### src/rtl/addsub_result_stage.sv
// Result stage behind the adder/subtractor: range check, status flags, 2-entry
// output FIFO and a saturating overflow-event counter. Define ADDSUB_RESULT_SAT_EN to clamp out-of-range results instead of wrapping them.
//
// state | meaning
// EMPTY | no entries held, out_valid low
// ONE   | one entry held, can accept and present
// FULL  | two entries held, in_ready low
module addsub_result_stage #(
    parameter int N     = 4,
    parameter int CNT_W = 8
) (
    input  logic             clk,
    input  logic             rst_n,
    input  logic [N+1:0]     in_sum,
    input  logic             in_sel,
    input  logic             in_valid,
    output logic             in_ready,
    output logic [N-1:0]     out_result,
    output logic             out_sel,
    output logic             out_zero,
    output logic             out_neg,
    output logic             out_ovf,
    output logic             out_valid,
    input  logic             out_ready,
    output logic [CNT_W-1:0] ovf_count,
    input  logic             ovf_clr
);

    typedef enum logic [1:0] {
        EMPTY = 2'd0,
        ONE   = 2'd1,
        FULL  = 2'd2
    } state_t;

    localparam int EW = N + 3;
    localparam logic signed [N+1:0] SUM_MAX = {3'b000, {(N-1){1'b1}}};
    localparam logic signed [N+1:0] SUM_MIN = {3'b111, {(N-1){1'b0}}};
`ifdef ADDSUB_RESULT_SAT_EN
    localparam logic [N-1:0] RES_MAX = {1'b0, {(N-1){1'b1}}};
    localparam logic [N-1:0] RES_MIN = {1'b1, {(N-1){1'b0}}};
`endif

    state_t          state;
    logic            wr_ptr;
    logic            rd_ptr;
    logic [EW-1:0]   mem [2];
    logic            push;
    logic            pop;
    logic            sum_hi;
    logic            sum_lo;
    logic            push_ovf;
    logic [N-1:0]    push_res;
    logic [EW-1:0]   push_entry;

    assign push     = in_valid && in_ready;
    assign pop      = out_valid && out_ready;
    assign sum_hi   = $signed(in_sum) > SUM_MAX;
    assign sum_lo   = $signed(in_sum) < SUM_MIN;
    assign push_ovf = sum_hi || sum_lo;

    always_comb begin
        push_res = in_sum[N-1:0];
`ifdef ADDSUB_RESULT_SAT_EN
        if (sum_hi) begin
            push_res = RES_MAX;
        end else if (sum_lo) begin
            push_res = RES_MIN;
        end
`endif
    end

    // Zero is stored per entry so that the reset view of out_zero is 0.
    assign push_entry = {in_sel, push_ovf, (push_res == '0), push_res};

    always_ff @(posedge clk or negedge rst_n) begin
        if (!rst_n) begin
            state     <= EMPTY;
            in_ready  <= 1'b1;
            out_valid <= 1'b0;
        end else begin
            case (state)
                EMPTY: begin
                    if (push) begin
                        state     <= ONE;
                        out_valid <= 1'b1;
                    end
                end
                ONE: begin
                    if (push && !pop) begin
                        state    <= FULL;
                        in_ready <= 1'b0;
                    end else if (!push && pop) begin
                        state     <= EMPTY;
                        out_valid <= 1'b0;
                    end
                end
                FULL: begin
                    if (pop) begin
                        state    <= ONE;
                        in_ready <= 1'b1;
                    end
                end
                default: begin
                    state     <= EMPTY;
                    in_ready  <= 1'b1;
                    out_valid <= 1'b0;
                end
            endcase
        end
    end

    always_ff @(posedge clk or negedge rst_n) begin
        if (!rst_n) begin
            wr_ptr <= 1'b0;
            rd_ptr <= 1'b0;
            mem[0] <= '0;
            mem[1] <= '0;
        end else begin
            if (push) begin
                mem[wr_ptr] <= push_entry;
                wr_ptr      <= ~wr_ptr;
            end
            if (pop) begin
                rd_ptr <= ~rd_ptr;
            end
        end
    end

    assign {out_sel, out_ovf, out_zero, out_result} = mem[rd_ptr];
    assign out_neg = out_result[N-1];

    always_ff @(posedge clk or negedge rst_n) begin
        if (!rst_n) begin
            ovf_count <= '0;
        end else if (ovf_clr) begin
            ovf_count <= '0;
        end else if (push && push_ovf && (ovf_count != {CNT_W{1'b1}})) begin
            ovf_count <= ovf_count + CNT_W'(1);
        end
    end

endmodule

### config.mk
export PLATFORM = sky130hd
export DESIGN_NAME = addsub_result_stage
export DESIGN_NICKNAME = d
export VERILOG_FILES = /design/src/rtl/addsub_result_stage.sv
export SDC_FILE = /design/constraint.sdc
export NUM_CORES = 1
export LEC_CHECK = 0
export BUFFER_PORTS_ARGS = -buffer_cell sky130_fd_sc_hd__buf_2
export CAP_MARGIN = 15
export CORE_ASPECT_RATIO = 1.25
export CORE_MARGIN = 2
export CORE_UTILIZATION = 53
export DETAILED_ROUTE_END_ITERATION = 10
export HOLD_SLACK_MARGIN = 0.05
export PLACE_DENSITY = 0.82
export SLEW_MARGIN = 40
export SYNTH_ARGS = -nofsm -noshare
export SYNTH_HDL_FRONTEND = slang
export SYNTH_SLANG_ARGS = --single-unit
### constraint.sdc
create_clock -name clk -period 1.85 [get_ports clk]
set_input_delay 0.0925 -clock clk [delete_from_list [all_inputs] [get_ports clk]]
set_output_delay 0.0925 -clock clk [all_outputs]
set_load 0.005 [all_outputs]
# Word-level counts from Yosys, hierarchy flattened
# Index checks and enable logic that the tools add are counted.
[totals]
latch_bits = 0
ramBits = 0
mem_bits_ro = 0
input_bits = 12
reg_bits = 28
mem_count = 0
[op_classes]
n_reduce_logical = 16
bitwise_logic = 6
n_shift = 0
n_lt_le_gt_ge = 5
mux = 20
div_mod_pow = 0
mul = 0
addsub = 1
eq_ne = 9
[op_table]
columns = ["op", "n"]
rows = [
  ["two-way mux 7 bit", 4],
  ["two-way mux 8 bit", 2],
  ["bitwise mux 14 bit", 1],
  ["!= test 2 bit, second input constant", 5],
  ["adder 8 x 1 -> 8 bit, second input constant", 1],
  ["two-way mux 2 bit", 4],
  ["!= test 8 bit, second input constant", 1],
  ["demux 7 bit (select 1 bit)", 1],
  ["logical AND 1 bit", 7],
  ["> comparator 6 x 4 -> 1 bit, second input constant", 1],
  ["< comparator 6 x 4 -> 1 bit, second input constant", 1],
  ["one-hot mux 1 bit (3 select lines)", 2],
  ["one-hot mux 2 bit (3 select lines)", 1],
  ["AND reduction 3 bit", 2],
  ["two-way mux 1 bit", 5],
  ["greater-or-equal comparator 2 bit, second input constant", 2],
  ["zero test 4 bit", 1],
  ["NOT 1 bit", 4],
  ["NOT 1 -> 2 bit", 2],
  ["AND reduction 4 bit", 1],
  ["!= test 3 bit, second input constant", 1],
  ["equality test 2 x 1 -> 1 bit, second input constant", 1],
  ["equality test 2 bit, second input constant", 1],
  ["zero test 1 bit", 2],
  ["4 further kinds", 4],
]

# Longest topological paths before layout
# Gate-level depths: netlist of the first run.
[depth]
word_depth = 6
depth_mapped = 5
depth_no_buf = 5

# Worst setup path after synthesis of the first run
# No wires, ideal clock.
[synth_timing]
path_kind = "flip-flop to flip-flop"
start = "register ovf_count[0]"
end = "register ovf_count[5]"
path_buffers = 0
setup_time_ns = 0.078
slack_ns = 0.368
stages_incl_launch_ff = 6
arrival_ns = 1.404
synth_period_minus_slack_ns = 1.482
path_cell_list = "dfrtp_1 > ha_1 > inv_1 > o31ai_1 > or4_1 > a21oi_1"
[synth_via]
elab_chain_len = 3
elab_cells_between_ends = 6
cone_classes = "add/sub (1); eq/ne (1); mux (2); reduce/logical (2)"
[synth_lines]
columns = ["element", "line", "rtl"]
rows = [
  ["start: declaration", "25", "output logic [CNT_W-1:0] ovf_count,"],
  ["start signal: assignment", "138", "ovf_count <= ovf_count + CNT_W'(1);"],
  ["adder 8 x 1 -> 8 bit / != test 8 bit (equally long branches)", "138, 137", ""],
  ["two-way mux 8 bit / logical AND 1 bit (equally long branches)", "137", "end else if (push && push_ovf && (ovf_count != {CNT_W{1'b1}})) begin"],
  ["two-way mux 8 bit / nonzero test 2 bit (equally long branches)", "n/a", ""],
]
# Several ways; a longest one is shown, not always the timed one. The select of a mux whose other input is x is not followed.
# A chain may end at the register's enable or synchronous reset.

# Worst setup path after layout of the first run
# Ends and elaborated chain as after synthesis.

==> impl_metrics.yaml, run 1 <==
yosys:
  ys_top_cells_by_area: "dfrtp_1 49%, mux2_2 9.9%, mux2_1 4.9%, nand2_1 3.3%, or4_1 2.2%"
  yosysUniqueCellTypes: 38
  synth_edf_count: 0
  synth-compound-area-share: 0.08799
  async_flop_share: 1.000
  synth_top_cell_by_area: "dfrtp_1"
  avgSynthCellArea_um2: 11.38
  syn_area_um2: 1365
  synth_top_area_share: 0.4950
  ys.flop_type: "dfrtp_1"
  synthCells: 120
  synth_fp_nets: 133
  synth-adder-area-share: 0.009166
  synthMuxAreaShare: 0.1632
  synth_top_family_by_area: "simple AND/OR/NAND/NOR gates"
  synth-xor-area-share: 0.01283
  ys.warnings.count: 0
  ys_seq_area_frac: 0.5142
  ys_ff_latch: 28
  synthSimpleGateAreaFrac: 0.1870
timing:
  setup_viol: 0
  rsz0062_at_grt: "no"
  tns_ns: 0
  hold_ws_ns: 0.1131
  min_period_ns: 1.598
  clock_skew_ns: 0.004453
  slew_headroom: 0.5916
  max_freq_mhz: 625.6
  drv_slew: 0
  finalHoldViolCount: 0
  finalCritPeriodShare: 0.8640
  worstMarginPinSlew_ns: 0.6125
clock_network:
  clock_sinks: 28
  cts_max_level: 1
  root_buffer: "clkbuf_4"
  postCtsSetupBuffers: 0
  insertion_delay_ns: 0.33
  cts-buffers-inserted: 3
  clk_pin_slew_worst_paths_ns: 0.14
  clk_path_buf_depth: 2
  cts_tree: "yes"
worst_setup_path:
  crit_end: "ovf_count[5]"
  setup.worst_path.end_class: "register"
  crit_type: "register to register"
  worstPathMaxFanout: 5
  worst-path-stages: 5
  rr_startpoint: "ovf_count[0]"
  startpoint: "ovf_count[0]"
  cp_cell_sequence: "ha_1, inv_1, o31ai_1, or4_1, a21oi_1"
  crit_slowest_cell: "or4_1"
  r2r_slack_ns: 0.25
  crit_family: "simple AND/OR/NAND/NOR gates"
  cp.required_ns: 2.11
  regToRegEndpoint: "ovf_count[5]"
  worst_setup_path_start_kind: "register"
  worst_ep_arrival_time_ns: 1.86
  critPathBufInv: 1
  slowest_delay_ns: 0.48
  r2r_cells: 5
pwr:
  pwr-share-seq: 0.638
  vdd_drop_max_uv: 404.6
  switchingPower_uw: 204.2
  leakage_uw: 0.0008331
  clockPowerShare: 0.308
  powerDensity_nw_per_um2: 582.5
  power_switching_share: 0.2127
  p_int_uw: 755.6
  combPwrFrac: 0.054
global_routing:
  grt_pass1_wl_um: 4616
  globalRouteTotalUtil: 0.2039
  antenna_found_initial: 0
  grt.busiest_layer: "met2"
  gr-total-overflow: 0
  grt_util_met3: 0.01478
  grtUsageMet2: 0.4035
  grt_pass1_vias: 1072
  globalRouteMet1Util: 0.2298
  grt_max_degree: 29
status:
  outcome: "completed"
finish:
  layout_common_cells: "29 x buf_2, 27 x dfrtp_1, 12 x mux2_2, 12 x nand2_1, 8 x dlygate4sd3_1"
  n_fill_cell: 200
  nets: 171
  layout_commonest_cell: "buf_2"
  area_growth_pct: 20.71
  antenna_cells: 0
  final_layout_size_suffix_gt1_frac: 0.3248
detailed_routing:
  avgViaCountPerCell: 5.595
  drc_errors: 0
  wl_per_cell_um: 14.04
  drt_iter0_markers: 11
  routed_wl_um: 2668
  dr.pass1.iters: 4
  vias: 1063
  antenna_left: 0
floorplan:
  dieHeight_um: 60.74
  io_pins: 30
  start_util: 0.5566
  die_width_um: 49.39
  rows: 20
  die_area_um2: 3000
  fp.coreArea_um2: 2452
min_path:
  worst_hold_path_type: "input pin to register"
  hold_start: "out_ready"
placement:
  portBuffers: 29
  dp_hpwl_um: 1985
  globalplace.congestion: 0.7671
run:
  cap_violations: 0
==> how the worst min path moves through the flow <==
| stage | endpoint | slack (ns) | depth (start not counted) |
|---|---|---|---|
| floorplan | mem[0] | -0.20 | 0 |
| detailed placement | ovf_count[3] | 0.14 | 1 |
| CTS | out_valid | 0.06 | 4 |
| finish | out_valid | 0.11 | 4 |
| global route | out_valid | 0.15 | 4 |
| global placement | ovf_count[3] | 0.14 | 1 |
==> power groups by stage <==
| stage | clock (uW) | combinational [uW] | sequential, uW |
|---|---|---|---|
| floorplan | 0 | 9.72 | 624 |
| global placement | 0 | 38.9 | 624 |
| detailed placement | 0 | 39.9 | 624 |
| CTS | 303 | 52.6 | 612 |
| global route | 334 | 58.7 | 613 |
| finish | 295 | 52.1 | 612 |
==> cell usage after synthesis, types with 2 or more instances <==
| cell | number |
|---|---|
| dfrtp_1 | 27 |
| mux2_2 | 12 |
| nand2_1 | 12 |
| mux2_1 | 6 |
| nand3_1 | 5 |
| nor2_1 | 5 |
| o21ai_0 | 5 |
| a21oi_1 | 4 |
| inv_1 | 4 |
| nand2b_1 | 4 |
| or4_1 | 4 |
| o31ai_1 | 3 |
| mux2i_1 | 2 |
| nor3_1 | 2 |
| xnor2_1 | 2 |
==> through the flow <==
| stage | cell area, um^2 | worst slack, ns | instances | util | power, uW |
|---|---|---|---|---|---|
| after CTS | 1648 | 0.2552 | 190 | 0.6719 | 967.7 |
| after global placement | 1531 | 0.3340 | 178 | 0.6245 | 662.5 |
| after detailed placement | 1531 | 0.2927 | 178 | 0.6245 | 663.5 |
| after floorplan | 1365 | 0.3680 | 120 | - | 633.5 |
| final | 1648 | 0.2517 | 190 | 0.6719 | 959.8 |
| after global routing | 1648 | 0.1446 | 190 | 0.6719 | 1005 |
==> cell type report <==
type / instances / area (um^2) / share of cell area
tap: 33 / 41.29 / 0.02506
sequential: 28 / 701.9 / 0.4260
multi-input combinational: 84 / 628.1 / 0.3812
inverter: 4 / 15.01 / 0.009112
clock buffer: 4 / 36.28 / 0.02202
timing repair buffer: 37 / 225.2 / 0.1367
==> flip-flops by register name, indices dropped and copies added (netlist names) <==
signal     count
out_valid      1
rd_ptr         1
wr_ptr         1
in_ready       1
state          2
mem           14
ovf_count      8
==> tightest hold or removal path, stage by stage <==
cell	delay [ns]
buf_2	0.09
nand2_1	0.04
nand3_1	0.08
o21ai_0	0.10
==> layer usage <==
metal / vias up / share of wire / wire length, um
li1: 506 / - / -
met3: 5 / 0.041 / 110
met4: 0 / 0.015 / 39
met1: 511 / 0.41 / 1082
met2: 41 / 0.54 / 1436
met5: - / 0 / 0
==> kinds of logic (layout without fill, tap and decap cells) <==
family                     count (synthesis)  count (layout)
and+or+nand+nor                           42              42
DFF                                       28              28
muxes                                     20              20
AOI/OAI and AO/OA                         19              19
buffers and inverters                      8              45
xor gates and xnor gates                   2               2
adders and majority gates                  1               1
==> repair_timing <==
item	in CTS	in global routing
gates resized for setup	0	0
hold buffers	8	0
endpoints found under the hold margin	43	0
No activity file was read; power rests on OpenSTA's default activity.
==> run 2: changes to the inputs <==
--- a/config.mk
+++ b/config.mk
@@ -5,6 +5,7 @@
 export SDC_FILE = /design/constraint.sdc
 export NUM_CORES = 1
 export LEC_CHECK = 0
+export ABC_AREA = 1
 export BUFFER_PORTS_ARGS = -buffer_cell sky130_fd_sc_hd__buf_2
 export CAP_MARGIN = 15
 export CORE_ASPECT_RATIO = 1.25
==> run 2 against run 1 <==
Net effect: register-to-register slack better by 0.13 ns; sequential share of layout area shrank 2.2 points; clock skew increased by 0.0044 ns; clock-buffer cell count down 1; setup slack better by 0.13 ns; die area rose by 6.5%; via count grew 18%; combinational power up 5.8%; final area is 5.4% higher; worst hold slack worse by 0.030 ns; critical path type unchanged.
==> impl_metrics.yaml, run 2 <==
status:
  outcome: "completed"
finish:
  n_fill_cell: 249
  layout_commonest_cell: "nand2_1"
  seq_area_um2: 701.9
  layout_common_cells: "69 x nand2_1, 29 x buf_2, 27 x dfrtp_1, 16 x inv_1, 15 x o21ai_1"
  stdcell_area_um2: 1737
  area_growth_pct: 18.94
  largest_register_ffs: 14
  reg_top3: "mem: 14 flops, ovf_count: 8 flops, state: 2 flops"
  regMostFlops: "mem"
  final_layout_size_suffix_gt1_frac: 0.2455
  antenna_cells: 0
  final-instance-count-excl-fill: 258
  nets: 238
  multi_input_area_um2: 626.9
yosys:
  ys.flop_type: "dfrtp_1"
  synth_fp_nets: 202
  ys.warnings.count: 0
  synth_common_cells: "69 x nand2_1, 27 x dfrtp_1, 16 x inv_1, 15 x o21ai_1, 12 x nand3_1"
  syn_area_um2: 1460
  ys_top_cells_by_area: "dfrtp_1 46%, nand2_1 18%, o21ai_1 5.1%, nand3_1 4.1%, inv_1 4.1%"
  async_flop_share: 1.000
  synth_top_area_share: 0.4627
  ys_ff_latch: 28
  avgSynthCellArea_um2: 7.726
  synthCells: 189
  synth_most_common_cell: "nand2_1"
  synth_top_cell_by_area: "dfrtp_1"
  synth_edf_count: 0
  ys_seq_area_frac: 0.4807
  yosysUniqueCellTypes: 30
timing:
  finalHoldViolCount: 0
  hold_ws_ns: 0.08312
  slew_headroom: 0.6016
  min_period_ns: 1.472
  drv_slew: 0
  finalCritPeriodShare: 0.7954
  rsz0062_at_grt: "no"
  clock_skew_ns: 0.008843
  setup_viol: 0
  max_freq_mhz: 679.6
  tns_ns: 0
  worstMarginPinSlew_ns: 0.5976
clock_network:
  clk_pin_slew_worst_paths_ns: 0.15
  clock_sinks: 28
  cts_resized: 0
  cts_max_level: 1
  root_buffer: "clkbuf_4"
  clk_path_buf_depth: 2
  postCtsSetupBuffers: 0
  insertion_delay_ns: 0.32
  cts_tree: "yes"
  cts-buffers-inserted: 3
placement:
  dp_cells: 248
  placed_area_um2: 1624
  globalplace.congestion: 0.7793
  portBuffers: 29
  dp_hpwl_um: 2088
worst_setup_path:
  critPathMostFrequentCell: "nand2_1"
  critPathBufInv: 0
  r2r_slack_ns: 0.38
  worst_ep_arrival_time_ns: 1.75
  worst_setup_path_start_kind: "register"
  worstPathMaxFanout: 11
  rr_startpoint: "ovf_count[0]"
  crit_type: "register to register"
  crit_slowest_cell: "dfrtp_1"
  setup.worst_path.end_class: "register"
  cp.required_ns: 2.13
  regToRegEndpoint: "ovf_count[2]"
  cp_cell_sequence: "ha_1, nand2_1, nor2_1, nand2_2, nand3_2, nand2_2, nand2_1, nand2_1"
  r2r_cells: 8
  slowest_delay_ns: 0.43
  crit_family: "simple AND/OR/NAND/NOR gates"
detailed_routing:
  vias: 1251
  drc_errors: 0
  wl_per_cell_um: 10.93
  routed_wl_um: 2820
  antenna_left: 0
  dr.pass1.iters: 4
  drt_iter0_markers: 18
  avgViaCountPerCell: 4.849
global_routing:
  antenna_found_initial: 0
  gr-total-overflow: 0
  grt_pass1_wl_um: 5037
  globalRouteTotalUtil: 0.2026
  grt_pass1_vias: 1185
  grt_max_degree: 29
min_path:
  hold_start: "in_sum[5]"
  whs_endpoint: "mem[12]"
  min_path_cells: 4
  worst_hold_path_type: "input pin to register"
floorplan:
  fp.coreArea_um2: 2654
  die_area_um2: 3193
  rows: 21
  start_util: 0.5502
  dieHeight_um: 62.69
  die_width_um: 50.95
  io_pins: 30
pwr:
  powerDensity_nw_per_um2: 611.5
  leakage_uw: 0.0009392
  vdd_drop_max_uv: 504.2
run:
  cap_violations: 0
run 2: cell families (layout without fill, tap and decap cells):
group                    after synthesis  in the layout  synth area share
AND/OR/NAND/NOR                      107            107            0.3171
flip-flops                            28             28            0.4807
buffers and inverters                 28             63           0.08998
AO/OA/AOI/OAI                         22             22           0.08398
XOR/XNOR                               2              2           0.01200
adder cells (fa/ha/maj)                1              1          0.008568
multiplexers                           1              1          0.007712
run 2: cell type report:
type                            count  share of cell area
Sequential cell                    28              0.4042
Multi-Input combinational cell    133              0.3609
Timing Repair Buffer               36              0.1225
Inverter                           23             0.05764
Tap cell                           34             0.02450
Clock inverter                      1             0.01729
Clock buffer                        3             0.01297
run 2: per-layer routing:
metal | track usage | part of all wire | vias to the layer above
met5 | 0 | 0 | -
met4 | 0.08108 | 0.012 | 0
met3 | 0.01435 | 0.030 | 4
met2 | 0.3328 | 0.50 | 23
met1 | 0.2752 | 0.45 | 565
li1 | - | - | 659
run 2: worst max path at each step:
stage	from	end	slack, ns	cells after the start
global route	ovf_count[0]	ovf_count[4]	0.24	8
global placement	ovf_count[0]	ovf_count[3]	0.48	8
detailed placement	ovf_count[0]	ovf_count[2]	0.41	8
CTS	ovf_count[0]	ovf_count[2]	0.37	8
finish	ovf_count[0]	ovf_count[2]	0.38	8
floorplan	ovf_count[0]	ovf_count[0]	0.57	8
run 2: worst min-delay path, cell delays in order:
cell     delay [ns]
buf_2          0.11
o21ai_2        0.08
nand2_1        0.05
o21ai_1        0.05
run 2: metrics by stage:
step / util / power (uW) / worst slack, ns
floorplan: - / 640.7 / 0.5694
global placement: 0.6120 / 670.1 / 0.4816
detailed placement: 0.6120 / 669.7 / 0.4051
CTS: 0.6544 / 1071 / 0.3712
global route: 0.6544 / 1097 / 0.2357
finish: 0.6544 / 1062 / 0.3784
run 2: timing repair:
action,CTS,global route
setup endpoints to repair,0,0
hold buffers,6,0
endpoints found under the hold margin,37,0
run 2: power breakdown:
group          internal (uW)  switching (uW)  leakage [uW]
sequential               612        0.000226      0.000367
combinational           24.2            30.9      0.000544
clock                    219             176     0.0000279
total                    856             206      0.000939
==> run 3: changes to the inputs <==
--- a/config.mk
+++ b/config.mk
@@ -10,10 +10,10 @@
 export CAP_MARGIN = 15
 export CORE_ASPECT_RATIO = 1.25
 export CORE_MARGIN = 2
-export CORE_UTILIZATION = 53
+export CORE_UTILIZATION = 48
 export DETAILED_ROUTE_END_ITERATION = 10
 export HOLD_SLACK_MARGIN = 0.05
-export PLACE_DENSITY = 0.82
+export PLACE_DENSITY = 0.78
 export SLEW_MARGIN = 40
 export SYNTH_ARGS = -nofsm -noshare
 export SYNTH_HDL_FRONTEND = slang
==> constraint.sdc (replaced) <==
create_clock -name clk -period 1.3 [get_ports clk]
set_input_delay 0.065 -clock clk [delete_from_list [all_inputs] [get_ports clk]]
set_output_delay 0.065 -clock clk [all_outputs]
set_load 0.005 [all_outputs]
==> run 3 against run 2 <==
Net effect: non-clock buffer count rose by 16; sequential power rose by 42%; combinational power rose by 58%; core utilization rose by 1.6 points.
==> impl_metrics.yaml, run 3 (synthesis gave the netlist of run 2 again) <==
status:
  outcome: "completed"
global_routing:
  grt_max_degree: 29
  gr-total-overflow: 0
  grt_pass1_vias: 1216
  grt_pass1_wl_um: 5050
  globalRouteTotalUtil: 0.1999
  antenna_found_initial: 0
floorplan:
  dieHeight_um: 65.67
  die_area_um2: 3502
  fp.coreArea_um2: 2918
  io_pins: 30
  rows: 22
  start_util: 0.5004
  die_width_um: 53.33
timing:
  worstMarginPinSlew_ns: 0.6072
  finalCritPeriodShare: 0.9802
  clock_skew_ns: 0.002527
  finalHoldViolCount: 0
  max_freq_mhz: 784.8
  min_period_ns: 1.274
  setup_viol: 0
  hold_ws_ns: 0.05454
  rsz0062_at_grt: "yes"
  drv_slew: 0
  slew_headroom: 0.5952
finish:
  reg_top3: "mem: 14 flops, ovf_count: 8 flops, state: 2 flops"
  antenna_cells: 0
  nets: 255
  area_growth_pct: 34.02
  final_core_util: 0.6707
  layout_common_cells: "57 x nand2_1, 29 x buf_2, 26 x dfrtp_1, 15 x inv_1"
  stdcell_area_um2: 1957
  largest_register_ffs: 14
  final-instance-count-excl-fill: 277
  final_layout_size_suffix_gt1_frac: 0.3734
  layout_commonest_cell: "nand2_1"
  regMostFlops: "mem"
worst_setup_path:
  worst_ep_arrival_time_ns: 1.21
  r2r_cells: 8
  r2r_slack_ns: 0.05
  crit_type: "register to output port"
  setup.worst_path.end_class: "output port"
  rr_startpoint: "ovf_count[0]"
  cp.required_ns: 1.24
  regToRegEndpoint: "ovf_count[7]"
  worst_setup_path_start_kind: "register"
  worstPathMaxFanout: 6
min_path:
  min_path_cells: 3
  worst_hold_path_type: "input pin to register"
  hold_start: "out_ready"
  whs_endpoint: "rd_ptr"
pwr:
  powerDensity_nw_per_um2: 708.7
  finalPower_uw: 1387
  vdd_drop_max_uv: 761.9
  leakage_uw: 0.001037
clock_network:
  clk_path_buf_depth: 2
  cts_max_level: 1
  clk_pin_slew_worst_paths_ns: 0.14
  insertion_delay_ns: 0.34
  cts_tree: "yes"
  cts-buffers-inserted: 3
  root_buffer: "clkbuf_4"
  clock_sinks: 28
detailed_routing:
  antenna_left: 0
  vias: 1368
  routed_wl_um: 3175
  avgViaCountPerCell: 4.939
  drt_iter0_markers: 44
  wl_per_cell_um: 11.46
  drc_errors: 0
  dr.pass1.iters: 4
placement:
  placed_area_um2: 1702
  dp_hpwl_um: 2222
  portBuffers: 29
  globalplace.congestion: 0.7518
  dp_cells: 260
run:
  cap_violations: 0
[run 3: changes by cell type in the layout (fill, tap and decap cells not counted), sizes merged]
cell	previous run	this run
clkbuf	3	4
buf	30	45
dlygate4sd3	6	7
bufinv	2	1
nand3	13	14
[run 3: critical path, cell delays in order (launching register included)]
cell and delay (ns):
dfrtp_2 0.49, buf_6 0.16, nand2_2 0.05, o21ai_2 0.04
buf_2 0.12
[run 3: what timing repair did]
action	in CTS	in global routing
gates cloned	0	1
pin swaps	0	7
hold buffers	7	0
gates resized for setup	4	29
setup endpoints to repair	15	31
setup buffers	1	4
hold endpoints to repair	40	0
[run 3: through the flow]
stage	TNS, ns	setup WS, ns
2_1_floorplan	0	0.01943
5_1_grt	-0.3043	-0.04727
3_3_place_gp	-0.01149	-0.004993
6_report	0	0.02576
4_1_cts	0	0.01201
3_5_place_dp	-0.2216	-0.04666
[run 3: worst max-delay path by stage]
stage	from	end	slack [ns]
after floorplan	ovf_count[0]	ovf_count[0]	0.02
after global placement	ovf_count[0]	ovf_count[3]	-0.005
after detailed placement	ovf_count[0]	ovf_count[5]	-0.05
after CTS	in_ready	mem[5]	0.01
after global routing	ovf_count[1]	ovf_count[7]	-0.05
final	rd_ptr	out_result[2]	0.03
[run 3: cell type report]
cell class,count,area (um^2)
Clock buffer,4,36.28
Fill cell,264,960.9
Inverter,23,108.9
Multi-Input combinational cell,134,713.2
Sequential cell,28,703.2
Tap cell,36,45.04
Timing Repair Buffer,52,350.3
[run 3: power breakdown]
part | leakage, uW | total, uW | internal [uW] | switching [uW]
logic | 0.000649 | 86.9 | 37.6 | 49.4
clock network | 0.0000210 | 429 | 172 | 257
registers | 0.000366 | 871 | 871 | 0.000195
total | 0.00104 | 1390 | 1080 | 306
[run 3: routing by layer]
| layer | vias up | wire (um) | global-route usage |
|---|---|---|---|
| li1 | 694 | - | - |
| met1 | 622 | 1366 | 0.2399 |
| met2 | 45 | 1577 | 0.3488 |
| met3 | 7 | 150 | 0.02727 |
| met4 | 0 | 80 | 0.08333 |
| met5 | - | 0 | 0 |
